## src/rtl/sat_arith_pkg.sv

```systemverilog
`default_nettype none
// ============================================================================
// Module   : sat_arith_pkg
// Purpose  : Saturation limits and overflow-kind enum shared by the saturating
//            adder and subtractor datapaths.
// Revision : 1.0 - initial release
// ============================================================================
package sat_arith_pkg;

    // Limit functions return this fixed width; callers size-cast down to P (P <= 256).
    localparam int unsigned SAT_FN_W = 256;

    typedef enum logic [1:0] {
        OVF_NONE = 2'd0,
        OVF_POS  = 2'd1,
        OVF_NEG  = 2'd2
    } ovf_kind_e;

    function automatic logic [SAT_FN_W-1:0] sat_max(input int unsigned p);
        logic [SAT_FN_W-1:0] r;
        r = '0;
        for (int unsigned i = 0; i + 1 < p; i++) begin
            r[i] = 1'b1;
        end
        return r;
    endfunction

    function automatic logic [SAT_FN_W-1:0] sat_min(input int unsigned p);
        logic [SAT_FN_W-1:0] r;
        r = '0;
        r[p-1] = 1'b1;
        return r;
    endfunction

endpackage
`default_nettype wire

```

## src/rtl/sat_sub.sv

```systemverilog
`default_nettype none
// ============================================================================
// Module   : sat_sub
// Purpose  : Combinational saturating two's-complement subtract, diff = sat(a - b).
// Revision : 1.0 - initial release
// ============================================================================
module sat_sub
    import sat_arith_pkg::*;
#(
    parameter int P = 32
) (
    input  logic [P-1:0] a,
    input  logic [P-1:0] b,
    output logic [P-1:0] diff,
    output logic         sat
);

    localparam logic [P-1:0] c_max = P'(sat_max(P));
    localparam logic [P-1:0] c_min = P'(sat_min(P));

    logic [P-1:0] w_raw;
    ovf_kind_e    w_kind;

    assign w_raw = a - b;

    // Overflow only possible when operand signs differ; the raw sign then tells which way.
    always_comb begin
        w_kind = OVF_NONE;
        if (!a[P-1] && b[P-1] && w_raw[P-1]) begin
            w_kind = OVF_POS;
        end else if (a[P-1] && !b[P-1] && !w_raw[P-1]) begin
            w_kind = OVF_NEG;
        end
    end

    always_comb begin
        diff = w_raw;
        case (w_kind)
            OVF_POS: diff = c_max;
            OVF_NEG: diff = c_min;
            default: diff = w_raw;
        endcase
    end

    assign sat = (w_kind != OVF_NONE);

endmodule
`default_nettype wire

```

## src/rtl/sat_sub_stream.sv

```systemverilog
`default_nettype none
// ============================================================================
// Module   : sat_sub_stream
// Purpose  : Two-stage valid/ready pipelined saturating subtractor with a
//            sticky saturation event counter.
// Revision : 1.0 - initial release
// ============================================================================
module sat_sub_stream
    import sat_arith_pkg::*;
#(
    parameter int P     = 32,
    parameter int CNT_W = 16
) (
    input  logic             clk,
    input  logic             rst,
    input  logic             in_valid,
    output logic             in_ready,
    input  logic [P-1:0]     in_a,
    input  logic [P-1:0]     in_b,
    output logic             out_valid,
    input  logic             out_ready,
    output logic [P-1:0]     out_diff,
    output logic             out_sat,
    input  logic             clear_stats,
    output logic [CNT_W-1:0] sat_count
);

    localparam logic [CNT_W-1:0] c_cnt_max = '1;

    logic             r_s1_valid;
    logic [P-1:0]     r_s1_a;
    logic [P-1:0]     r_s1_b;
    logic             r_s2_valid;
    logic [P-1:0]     r_diff;
    logic             r_sat;
    logic [CNT_W-1:0] r_cnt;

    logic [P-1:0]     w_diff;
    logic             w_sat;
    logic             w_s2_load;
    logic             w_in_xfer;
    logic             w_out_xfer;

    sat_sub #(
        .P (P)
    ) u_sat_sub (
        .a    (r_s1_a),
        .b    (r_s1_b),
        .diff (w_diff),
        .sat  (w_sat)
    );

    // in_ready depends only on state and out_ready, never on in_valid.
    assign w_s2_load  = r_s1_valid && (!r_s2_valid || out_ready);
    assign in_ready   = !r_s1_valid || w_s2_load;
    assign w_in_xfer  = in_valid && in_ready;
    assign w_out_xfer = r_s2_valid && out_ready;

    always_ff @(posedge clk or posedge rst) begin
        if (rst) begin
            r_s1_valid <= 1'b0;
            r_s1_a     <= '0;
            r_s1_b     <= '0;
        end else if (w_in_xfer) begin
            r_s1_valid <= 1'b1;
            r_s1_a     <= in_a;
            r_s1_b     <= in_b;
        end else if (w_s2_load) begin
            r_s1_valid <= 1'b0;
        end
    end

    always_ff @(posedge clk or posedge rst) begin
        if (rst) begin
            r_s2_valid <= 1'b0;
            r_diff     <= '0;
            r_sat      <= 1'b0;
        end else if (w_s2_load) begin
            r_s2_valid <= 1'b1;
            r_diff     <= w_diff;
            r_sat      <= w_sat;
        end else if (out_ready) begin
            r_s2_valid <= 1'b0;
        end
    end

    // Clear takes priority over a coincident saturated delivery.
    always_ff @(posedge clk or posedge rst) begin
        if (rst) begin
            r_cnt <= '0;
        end else if (clear_stats) begin
            r_cnt <= '0;
        end else if (w_out_xfer && r_sat && (r_cnt != c_cnt_max)) begin
            r_cnt <= r_cnt + 1'b1;
        end
    end

    assign out_valid = r_s2_valid;
    assign out_diff  = r_diff;
    assign out_sat   = r_sat;
    assign sat_count = r_cnt;

endmodule
`default_nettype wire

```

## config.mk

```make
export PLATFORM = sky130hd
export DESIGN_NAME = sat_sub_stream
export DESIGN_NICKNAME = d
export VERILOG_FILES = /design/src/rtl/sat_arith_pkg.sv /design/src/rtl/sat_sub.sv /design/src/rtl/sat_sub_stream.sv
export SDC_FILE = /design/constraint.sdc
export NUM_CORES = 1
export LEC_CHECK = 0
export ABC_AREA = 1
export CORE_MARGIN = 1
export CORE_UTILIZATION = 50
export DETAILED_ROUTE_END_ITERATION = 16
export HOLD_SLACK_MARGIN = 0.15
export PLACE_DENSITY = 0.75
export SETUP_SLACK_MARGIN = 0.02
export SLEW_MARGIN = 20
export SYNTH_ARGS = -nofsm -noshare
export SYNTH_HDL_FRONTEND = slang
export SYNTH_SLANG_ARGS = --single-unit
```

## constraint.sdc

```tcl
create_clock -name clk -period 6.7 [get_ports clk]
set_input_delay 1.675 -clock clk [delete_from_list [all_inputs] [get_ports clk]]
set_output_delay 1.675 -clock clk [all_outputs]
set_load 0.005 [all_outputs]
```

---- Word-level counts from Yosys, hierarchy flattened ----
Cells that the tools add are included.
storage, ports and cells
  register bits ........................... 115
  input port bits ......................... 69
  output and inout port bits .............. 51
cells by class
  add/subtract/negate cells ............... 2
  equality and inequality tests ........... 3
  multiplexer cells ....................... 9
  reductions and logical operators ........ 20
operator list
  kind                                                                    count
  32-bit one-hot mux with 2 select lines                                  1
  16-bit 2-to-1 mux                                                       2
  32-bit subtractor                                                       1
  16-bit by 1-bit adder with 16-bit output (second input constant)        1
  16-bit inequality test (second input constant)                          1
  1-bit logical AND                                                       9
  2-bit nonzero test                                                      4
  1-bit logical NOT                                                       5
  1-bit 2-to-1 mux                                                        4
  2-bit 2-to-1 mux                                                        2
  2-bit by 1-bit equality test with 1-bit output (second input constant)  1
  2-bit equality test (second input constant)                             1
  1-bit logical OR                                                        2

---- Longest topological paths before layout ----
Gate-level depths: netlist (run 1).
  depth after elaboration ................. 7
  mapped depth ............................ 17
  depth with buffers taken out ............ 16

---- Hierarchy ----
Synthesis (run 1) repeated with hierarchy kept, for this count alone.
unflattened totals
  cell total of the unflattened synthesis .. 874
  area, all modules ....................... 7365.8 µm²
modules (own cells, without submodules)
  module          times used  cells an instance  area each (µm²)  sequential area each (µm²)
  sat_sub_stream  1           363                4685.7           2877.8
  sat_sub         1           511                2680.1           0.0

---- Least setup slack after synthesis (run 1) ----
OpenSTA, ideal clock, no wires.
  kind .................................... input to output
  start point ............................. in out_ready
  end point ............................... out in_ready
  arrival ................................. 1.824 ns
  required time ........................... 5.025 ns
  path slack .............................. 3.201 ns
  cell stages on the path ................. 2
  path through ............................ inv_1 nand3_1
between the ends
  cells in the longest elaborated chain, start to end .. 3
ends and longest elaborated chain
  item                RTL line              source
  start: declaration  sat_sub_stream.sv:21  input logic out_ready,
  1-bit logical OR    sat_sub_stream.sv:54  assign w_s2_load = r_s1_valid && (!r_s2_valid || out_ready);
  1-bit logical AND   sat_sub_stream.sv:54
  1-bit logical OR    sat_sub_stream.sv:55  assign in_ready = !r_s1_valid || w_s2_load;
  end: declaration    sat_sub_stream.sv:17  output logic in_ready,
No other way between the ends.

---- Worst setup path after layout (run 1) ----
Same ends and word-level chain as after synthesis.

==> results_dict.tcl, run 1 <==
set metrics [dict create \
    drt_wl_total_um 15400 \
    cts_tree "built" \
    ys_async_sr_fraction_pct 100 \
    clock_latency_ns 0.41 \
    synth_common_cells "230 x nand2_1, 128 x inv_1, 115 x dfrtp_1" \
    io_pins 120 \
    worstPathArrival_ns 2.89 \
    initial_utilization_pct 51.1 \
    synth_top_area_cell "dfrtp_1" \
    synthFlopType "dfrtp_1" \
    rsz0062_at_grt "no" \
    path_class "input port to primary output" \
    grt_max_degree 75 \
    total_power_w 0.00302 \
    final_cell_area_um2 8720 \
    cp_common_cell "clkdlybuf4s50_1" \
    syn-num-nets 991 \
    setup_viol 0 \
    critPathLaunchType "input port" \
    hold_violations 0 \
    antenna_found_initial 0 \
    dr.first_iter.drc_count 291 \
    worst_pin_slew_ns 1.02 \
    crit_slowest_cell "clkdlybuf4s50_1" \
    yosysWarnings 0 \
    clk_path_buf_depth 2 \
    cp_cell_sequence "clkdlybuf4s50_1, inv_1, nand3_1, clkdlybuf4s50_1" \
    p_leak_nw 4.36 \
    final_antenna_net_count 0 \
    grt_pass1_wl_um 26900 \
    dieArea_um2 14000 \
    min_period_ns 4.56 \
    nFillCells 1216 \
    worstHoldPathCells 2 \
    max_cap_violations 0 \
    synth_cell_type_count 35 \
    fp.coreArea_um2 13200 \
    dieWidth_um 118 \
    cts_root_buffer "clkbuf_16" \
    regArea_um2 2880 \
    cp_max_fo 3 \
    min_from "r_s1_b[17]" \
    vias 5978 \
    maxSlewViolCount 0 \
    netlist_instances 887 \
    crit_path_end_kind "primary output" \
    cts_resized 0 \
    postCtsHoldBufs 0 \
    status "completed" \
    htreeDepth 4 \
    post-cts-setup-buffers 0 \
    grt_pass1_vias 5855 \
    finClkSkew_ns 0.00437 \
    cts_made_buffers 17 \
    syn_area_um2 6770 \
    vdd_drop_max_mv 0.212 \
    viasPerCell 5.00 \
    holdWs_ns 0.508 \
    powerDensity_nw_per_um2 346 \
    port_buffers 119 \
    syn_to_final_growth_pct 28.8 \
    drive_gt1_share_pct 7.06 \
    reg2regPathDepth 11 \
    gp_congestion 0.862 \
    drc 0 \
    synth-edff-count 0 \
    die_h_um 118 \
    dpl.hpwl_um 11400 \
    ys_seq_area_share_pct 42.5 \
    cts.reportedPaths.clkPinSlew_ns 0.05 \
    multi_input_area_um2 3300 \
    required_ns 5.03 \
    cp_slowest_stage_delay_ns 0.53 \
    crit_start "out_ready" \
    synth_area_leaders "dfrtp_1 42%, nand2_1 13%, a21oi_1 7.5%" \
    slew_headroom_pct 31.8 \
    ys_ff_latch 115 \
    rows 42 \
    fin_util_pct 65.9 \
    drt_pre_antenna_iters 4 \
    reg2reg_from "r_s1_a[18]" \
    placed_cell_area_um2 8090 \
    syn_avg_cell_area_um2 7.64 \
    tns_ns 0 \
    r2r_setup_slack_ns 3.98 \
    wl_per_cell_um 12.9 \
    synth_most_common_cell "nand2_1" \
    hold_path.class "flop to flop" \
    grt_overflow 0 \
    gr-usage-all-layers_pct 24.1 \
    diodes 0 \
    synth_top_cell_area_share_pct 42.5 \
    fin_nets 1111 \
    cts.sinks 115 \
    finalCritPeriodShare_pct 68.1 \
    fmax_mhz 219 \
]
[critical path: cells and delay by family]
kind / cells / cell delay [ns]
buf+inv: 3 / 1.07
simple gates: 1 / 0.15
[metal layers]
metal / wire length (um) / share of wire, % / up-vias / global-route usage, %
met5: 0 / 0 / - / 0
met4: 310 / 2.0 / 0 / 9.41
met3: 622 / 4.0 / 29 / 5.45
met2: 7060 / 46 / 146 / 38.6
met1: 7420 / 48 / 2733 / 31.7
li1: - / - / 3070 / -
[power breakdown]
group	leakage [nW]	switching, W	internal (W)
sequential	1.34	0.0000942	0.000855
combinational	2.72	0.000608	0.000506
clock	0.307	0.000303	0.000650
[layout by cell type, fill, tap and decap left out, drive strengths merged, types with 2 or more instances in the layout]
cell type / netlist / final
a21oi: 106 / 106
nand4: 8 / 8
o21ai: 16 / 16
a21o: 2 / 2
dfrtp: 115 / 115
ha: 34 / 34
nand2: 231 / 231
clkbuf: 16 / 23
inv: 129 / 129
clkdlybuf4s50: 0 / 119
o31ai: 2 / 2
clkinv: 0 / 4
nand3: 36 / 36
nor2: 115 / 115
mux2: 30 / 30
xor2: 14 / 14
xnor2: 4 / 4
bufinv: 0 / 4
buf: 4 / 2
nor3: 10 / 10
o21bai: 5 / 5
[stage by stage]
| stage | std cells | worst slack, ns |
|---|---|---|
| floorplan | 887 | 1.98 |
| global placement | 1164 | 2.16 |
| detailed placement | 1164 | 2.16 |
| CTS | 1196 | 2.15 |
| global route | 1196 | 2.09 |
| finish | 1196 | 2.14 |
[path summary, 6_finish.rpt]
check,end
max,in_ready
min,r_s1_b[17]
max reg2reg,out_diff[29]
min reg2reg,r_s1_b[17]
max in group asynchronous,r_s1_a[11]
min in group asynchronous,out_diff[29]
[layout make-up]
class	count	area share (%)
repair buffers	121	13.8
clock buffers	23	5.48
flip-flops and latches	115	33.0
well taps	176	2.52
clock inverters	9	1.74
inverters	129	5.58
multi-input cells	623	37.9
[registers in the layout, indices dropped and copies added (netlist names)]
name,cells
sat_count,16
out_valid,1
r_s1_valid,1
out_sat,1
out_diff,32
r_s1_b,32
r_s1_a,32
[kinds of logic (layout without fill, tap and decap cells)]
group           after synthesis  in the layout  share of synthesized area [%]
xor+xnor                     18             18                           2.33
mux                          30             30                           4.99
compound gates              136            136                           10.8
flops                       115            115                           42.5
buf+inv                     149            282                           8.87
fa+ha+maj                    35             35                           6.58
simple gates                404            404                           23.9
Note: power is estimated with default switching activity, not from simulation.
==> run 2, diff against run 1 <==
Clock period 6.7 ns to 4.45 ns, I/O delays scaled along.
==> results_dict.tcl, run 2 (synthesized netlist as in run 1, its figures left out) <==
set metrics [dict create \
    powerDensity_nw_per_um2 511 \
    grt_overflow 0 \
    final_cells 1197 \
    maxSlewViolCount 0 \
    crit_slowest_cell "clkdlybuf4s50_1" \
    port_buffers 119 \
    clk_path_buf_depth 2 \
    post-cts-setup-buffers 0 \
    cts_resized 0 \
    htreeDepth 4 \
    dieArea_um2 14000 \
    grt_pass1_wl_um 27000 \
    tns_ns 0 \
    hold_path.class "flop to flop" \
    vdd_drop_max_mv 0.280 \
    cts_tree "built" \
    grt_pass1_vias 5949 \
    postCtsHoldBufs 0 \
    max_cap_violations 0 \
    diodes 0 \
    hold_violations 0 \
    fmax_mhz 291 \
    cp_common_cell "clkdlybuf4s50_1" \
    cts_root_buffer "clkbuf_16" \
    dp_cells 1166 \
    drt_pre_antenna_iters 5 \
    critPathLaunchType "input port" \
    syn_to_final_growth_pct 28.7 \
    cts.sinks 115 \
    cp_slowest_stage_delay_ns 0.53 \
    setup_slack_ns 1.02 \
    dieWidth_um 118 \
    grt_max_degree 61 \
    die_h_um 118 \
    pre_cts_ws_ns 1.02 \
    initial_utilization_pct 51.1 \
    crit_family "buffers and inverters" \
    antenna_found_initial 0 \
    drc 0 \
    rsz0062_at_grt "no" \
    slew_headroom_pct 50.6 \
    wl_per_cell_um 12.8 \
    mostFrequentLayoutCell "nand2_1" \
    cts_made_buffers 17 \
    required_ns 3.34 \
    gp_congestion 0.885 \
    fp.coreArea_um2 13200 \
    dpl.hpwl_um 11400 \
    cts.reportedPaths.clkPinSlew_ns 0.05 \
    min_period_ns 3.43 \
    io_pins 120 \
    cp_num_buf_inv 3 \
    fin_util_pct 65.8 \
    finClkSkew_ns 0.00611 \
    cp_cell_sequence "clkdlybuf4s50_1, inv_1, nand3_1, clkdlybuf4s50_1" \
    clock_latency_ns 0.41 \
    viasPerCell 5.02 \
    finalCritPeriodShare_pct 77.1 \
    worst_pin_slew_ns 0.742 \
    fin_nets 1113 \
    status "completed" \
    final_antenna_net_count 0 \
    dr.first_iter.drc_count 413 \
    rows 42 \
    setup_viol 0 \
    vias 6013 \
    p_leak_nw 4.37 \
    drt_wl_total_um 15300 \
    cp_max_fo 3 \
    crit_path_end_kind "primary output" \
    worstPathArrival_ns 2.32 \
    final_cell_mix "229 x nand2_1, 127 x inv_1, 119 x clkdlybuf4s50_1, 115 x dfrtp_1, 114 x nor2_1" \
    drive_gt1_share_pct 7.25 \
    gr-usage-all-layers_pct 24.1 \
    path_class "input port to primary output" \
]
## run 2: cell types whose count changed in the layout (fill, tap and decap cells not counted)
| cell | previous run | this run |
|---|---|---|
| clkinv_2 | 3 | 6 |
| clkbuf_8 | 3 | 1 |
| clkbuf_1 | 3 | 2 |
| buf_12 | 0 | 2 |
| bufinv_16 | 4 | 3 |
## run 2: worst min-delay path, stage by stage, from the launching register on
cell	delay [ns]
dfrtp_1	0.35
nand2_1	0.05
o21ai_0	0.06
## run 2: where the power goes
| part | switching, W | internal [W] | total, W | leakage [nW] |
|---|---|---|---|---|
| clock network | 0.000466 | 0.000884 | 0.00135 | 0.289 |
| registers | 0.000138 | 0.00129 | 0.00143 | 1.34 |
| logic | 0.000914 | 0.000767 | 0.00168 | 2.74 |
| total | 0.00152 | 0.00294 | 0.00446 | 4.37 |
## run 2: layout make-up
cell class / count / area (um2)
clock buffers: 20 / 447
clock inverters: 11 / 136
fillers: 1188 / 4530
inverters: 129 / 487
multi-input cells: 623 / 3300
flip-flops and latches: 115 / 2880
well taps: 176 / 220
repair buffers: 123 / 1250
## run 2: layer usage
layer  share of wire (%)  global-route usage, %  vias to the layer above
met3                 4.2                   5.84                       31
li1                    -                      -                     3063
met1                  47                   31.0                     2767
met5                   0                      0                        -
met4                 2.1                   8.07                        0
met2                  46                   39.9                      152
## run 2: path summary, 6_finish.rpt
check / cells after the start / startpoint / slack [ns] / to
worst max-delay path: 4 / out_ready / 1.02 / in_ready
worst min register to register: 2 / out_diff[31] / 0.50 / out_diff[31]
worst min-delay path: 2 / out_diff[31] / 0.50 / out_diff[31]
worst max register to register: 11 / r_s1_a[18] / 1.76 / out_diff[19]
min in group asynchronous: 2 / rst / 1.18 / sat_count[9]
max in group asynchronous: 3 / rst / 2.51 / r_s1_b[10]
## run 2: through the flow
step | power (W) | instance area [um2] | hold slack [ns]
2_1_floorplan | 0.00246 | 6770 | 0.476
3_3_place_gp | 0.00308 | 8130 | 0.493
3_5_place_dp | 0.00311 | 8130 | 0.490
4_1_cts | 0.00448 | 8720 | 0.503
5_1_grt | 0.00478 | 8720 | 0.528
6_report | 0.00446 | 8720 | 0.496
==> run 3, diff against run 2 <==
Settings changed: CORE_UTILIZATION 50 to 48, PLACE_DENSITY 0.75 to 0.76.
Clock period 4.45 ns to 3.1 ns, I/O delays scaled along.
==> results_dict.tcl, run 3 (synthesized netlist as in run 1, its figures left out) <==
set metrics [dict create \
    cts.reportedPaths.clkPinSlew_ns 0.05 \
    cts.sinks 115 \
    grt_overflow 0 \
    status "completed" \
    tns_ns 0 \
    htreeDepth 4 \
    drt_wl_total_um 15700 \
    dieArea_um2 14600 \
    critPathLaunchType "input port" \
    cts_made_buffers 17 \
    initial_utilization_pct 49.0 \
    antenna_found_initial 0 \
    finClkSkew_ns 0.0113 \
    path_depth 4 \
    worstHoldPathCells 2 \
    dpl.hpwl_um 11700 \
    hold_violations 0 \
    rows 43 \
    path_class "input port to primary output" \
    grt_pass1_vias 5768 \
    viasPerCell 5.03 \
    diodes 0 \
    min_from "out_diff[31]" \
    required_ns 2.32 \
    cts_tree "built" \
    fp.coreArea_um2 13800 \
    vias 6048 \
    wl_per_cell_um 13.0 \
    p_leak_nw 4.36 \
    gr-usage-all-layers_pct 23.2 \
    finalCritPeriodShare_pct 88.8 \
    postCtsHoldBufs 0 \
    port_buffers 119 \
    min_period_ns 2.75 \
    cts_resized 0 \
    clock_latency_ns 0.42 \
    dr.first_iter.drc_count 374 \
    dieWidth_um 121 \
    die_h_um 121 \
    maxSlewViolCount 0 \
    fin_util_pct 63.0 \
    hold_path.class "flop to flop" \
    final_antenna_net_count 0 \
    drive_gt1_share_pct 7.34 \
    rsz0062_at_grt "no" \
    drc 0 \
    grt_max_degree 116 \
    worst_pin_slew_ns 0.622 \
    max_cap_violations 0 \
    grt_pass1_wl_um 26600 \
    post-cts-setup-buffers 0 \
    cp_num_buf_inv 3 \
    slew_headroom_pct 58.6 \
    final_cell_mix "229 x nand2_1, 127 x inv_1, 119 x clkdlybuf4s50_1, 115 x dfrtp_1, 114 x nor2_1" \
    syn_to_final_growth_pct 28.5 \
    fin_nets 1116 \
    mostFrequentLayoutCell "nand2_1" \
    gp_congestion 0.880 \
    crit_family "buffers and inverters" \
    hold_end "out_diff[31]" \
    r2r_setup_slack_ns 0.56 \
    fmax_mhz 363 \
    cp_slowest_stage_delay_ns 0.53 \
    reg2regPathDepth 11 \
    cts_root_buffer "clkbuf_16" \
    powerDensity_nw_per_um2 722 \
    vdd_drop_max_mv 0.408 \
    crit_slowest_cell "clkdlybuf4s50_1" \
    clk_path_buf_depth 2 \
    io_pins 120 \
    nFillCells 1231 \
    timing.rr.end "out_diff[13]" \
    setup_viol 0 \
    worstPathArrival_ns 1.98 \
    cp_common_cell "clkdlybuf4s50_1" \
    cp_max_fo 3 \
    drt_pre_antenna_iters 5 \
    cp_cell_sequence "clkdlybuf4s50_1, inv_1, nand3_1, clkdlybuf4s50_1" \
    reg2reg_from "r_s1_a[10]" \
    crit_path_end_kind "primary output" \
]
run 3: through the flow:
stage          setup slack (ns)  cell area, um2  hold slack (ns)  instances  total power (W)
2_1_floorplan             0.926            6780            0.476        887          0.00353
5_1_grt                   0.259            8700            0.499       1202          0.00675
3_5_place_dp              0.348            8160            0.477       1173          0.00449
3_3_place_gp              0.363            8160            0.475       1173          0.00444
6_report                  0.349            8700            0.494       1202          0.00629
4_1_cts                   0.343            8700            0.490       1202          0.00633
run 3: tightest hold or removal path, stage by stage, from the launching register on:
cell and delay [ns]:
dfrtp_1 0.34, nand2_1 0.06, o21ai_0 0.06
run 3: area by class of cell:
cell class / count / area, um2 / share of cell area (%)
multi-input combinational: 623 / 3300 / 37.9
sequential: 115 / 2880 / 33.1
timing repair buffer: 126 / 1270 / 14.6
clock buffer: 23 / 488 / 5.61
inverter: 129 / 488 / 5.61
tap: 180 / 225 / 2.59
clock inverter: 6 / 55.1 / 0.632
run 3: routing by layer:
metal	track usage [%]	part of all wire [%]	vias to the layer above
met5	0	0	-
met4	9.10	1.9	0
met3	4.72	3.7	22
met2	37.1	46	137
met1	30.9	48	2803
li1	-	-	3086
run 3: worst max path at each step:
stage,from,to,slack [ns]
global placement,out_ready,in_ready,0.36
detailed placement,out_ready,in_ready,0.35
CTS,out_ready,in_ready,0.34
global route,r_s1_a[9],out_diff[15],0.26
floorplan,rst,out_diff[0],0.93
finish,out_ready,in_ready,0.35
run 3: report_power, final:
| part | internal, W | switching [W] |
|---|---|---|
| clock network | 0.00116 | 0.000649 |
| logic | 0.00111 | 0.00133 |
| registers | 0.00185 | 0.000189 |
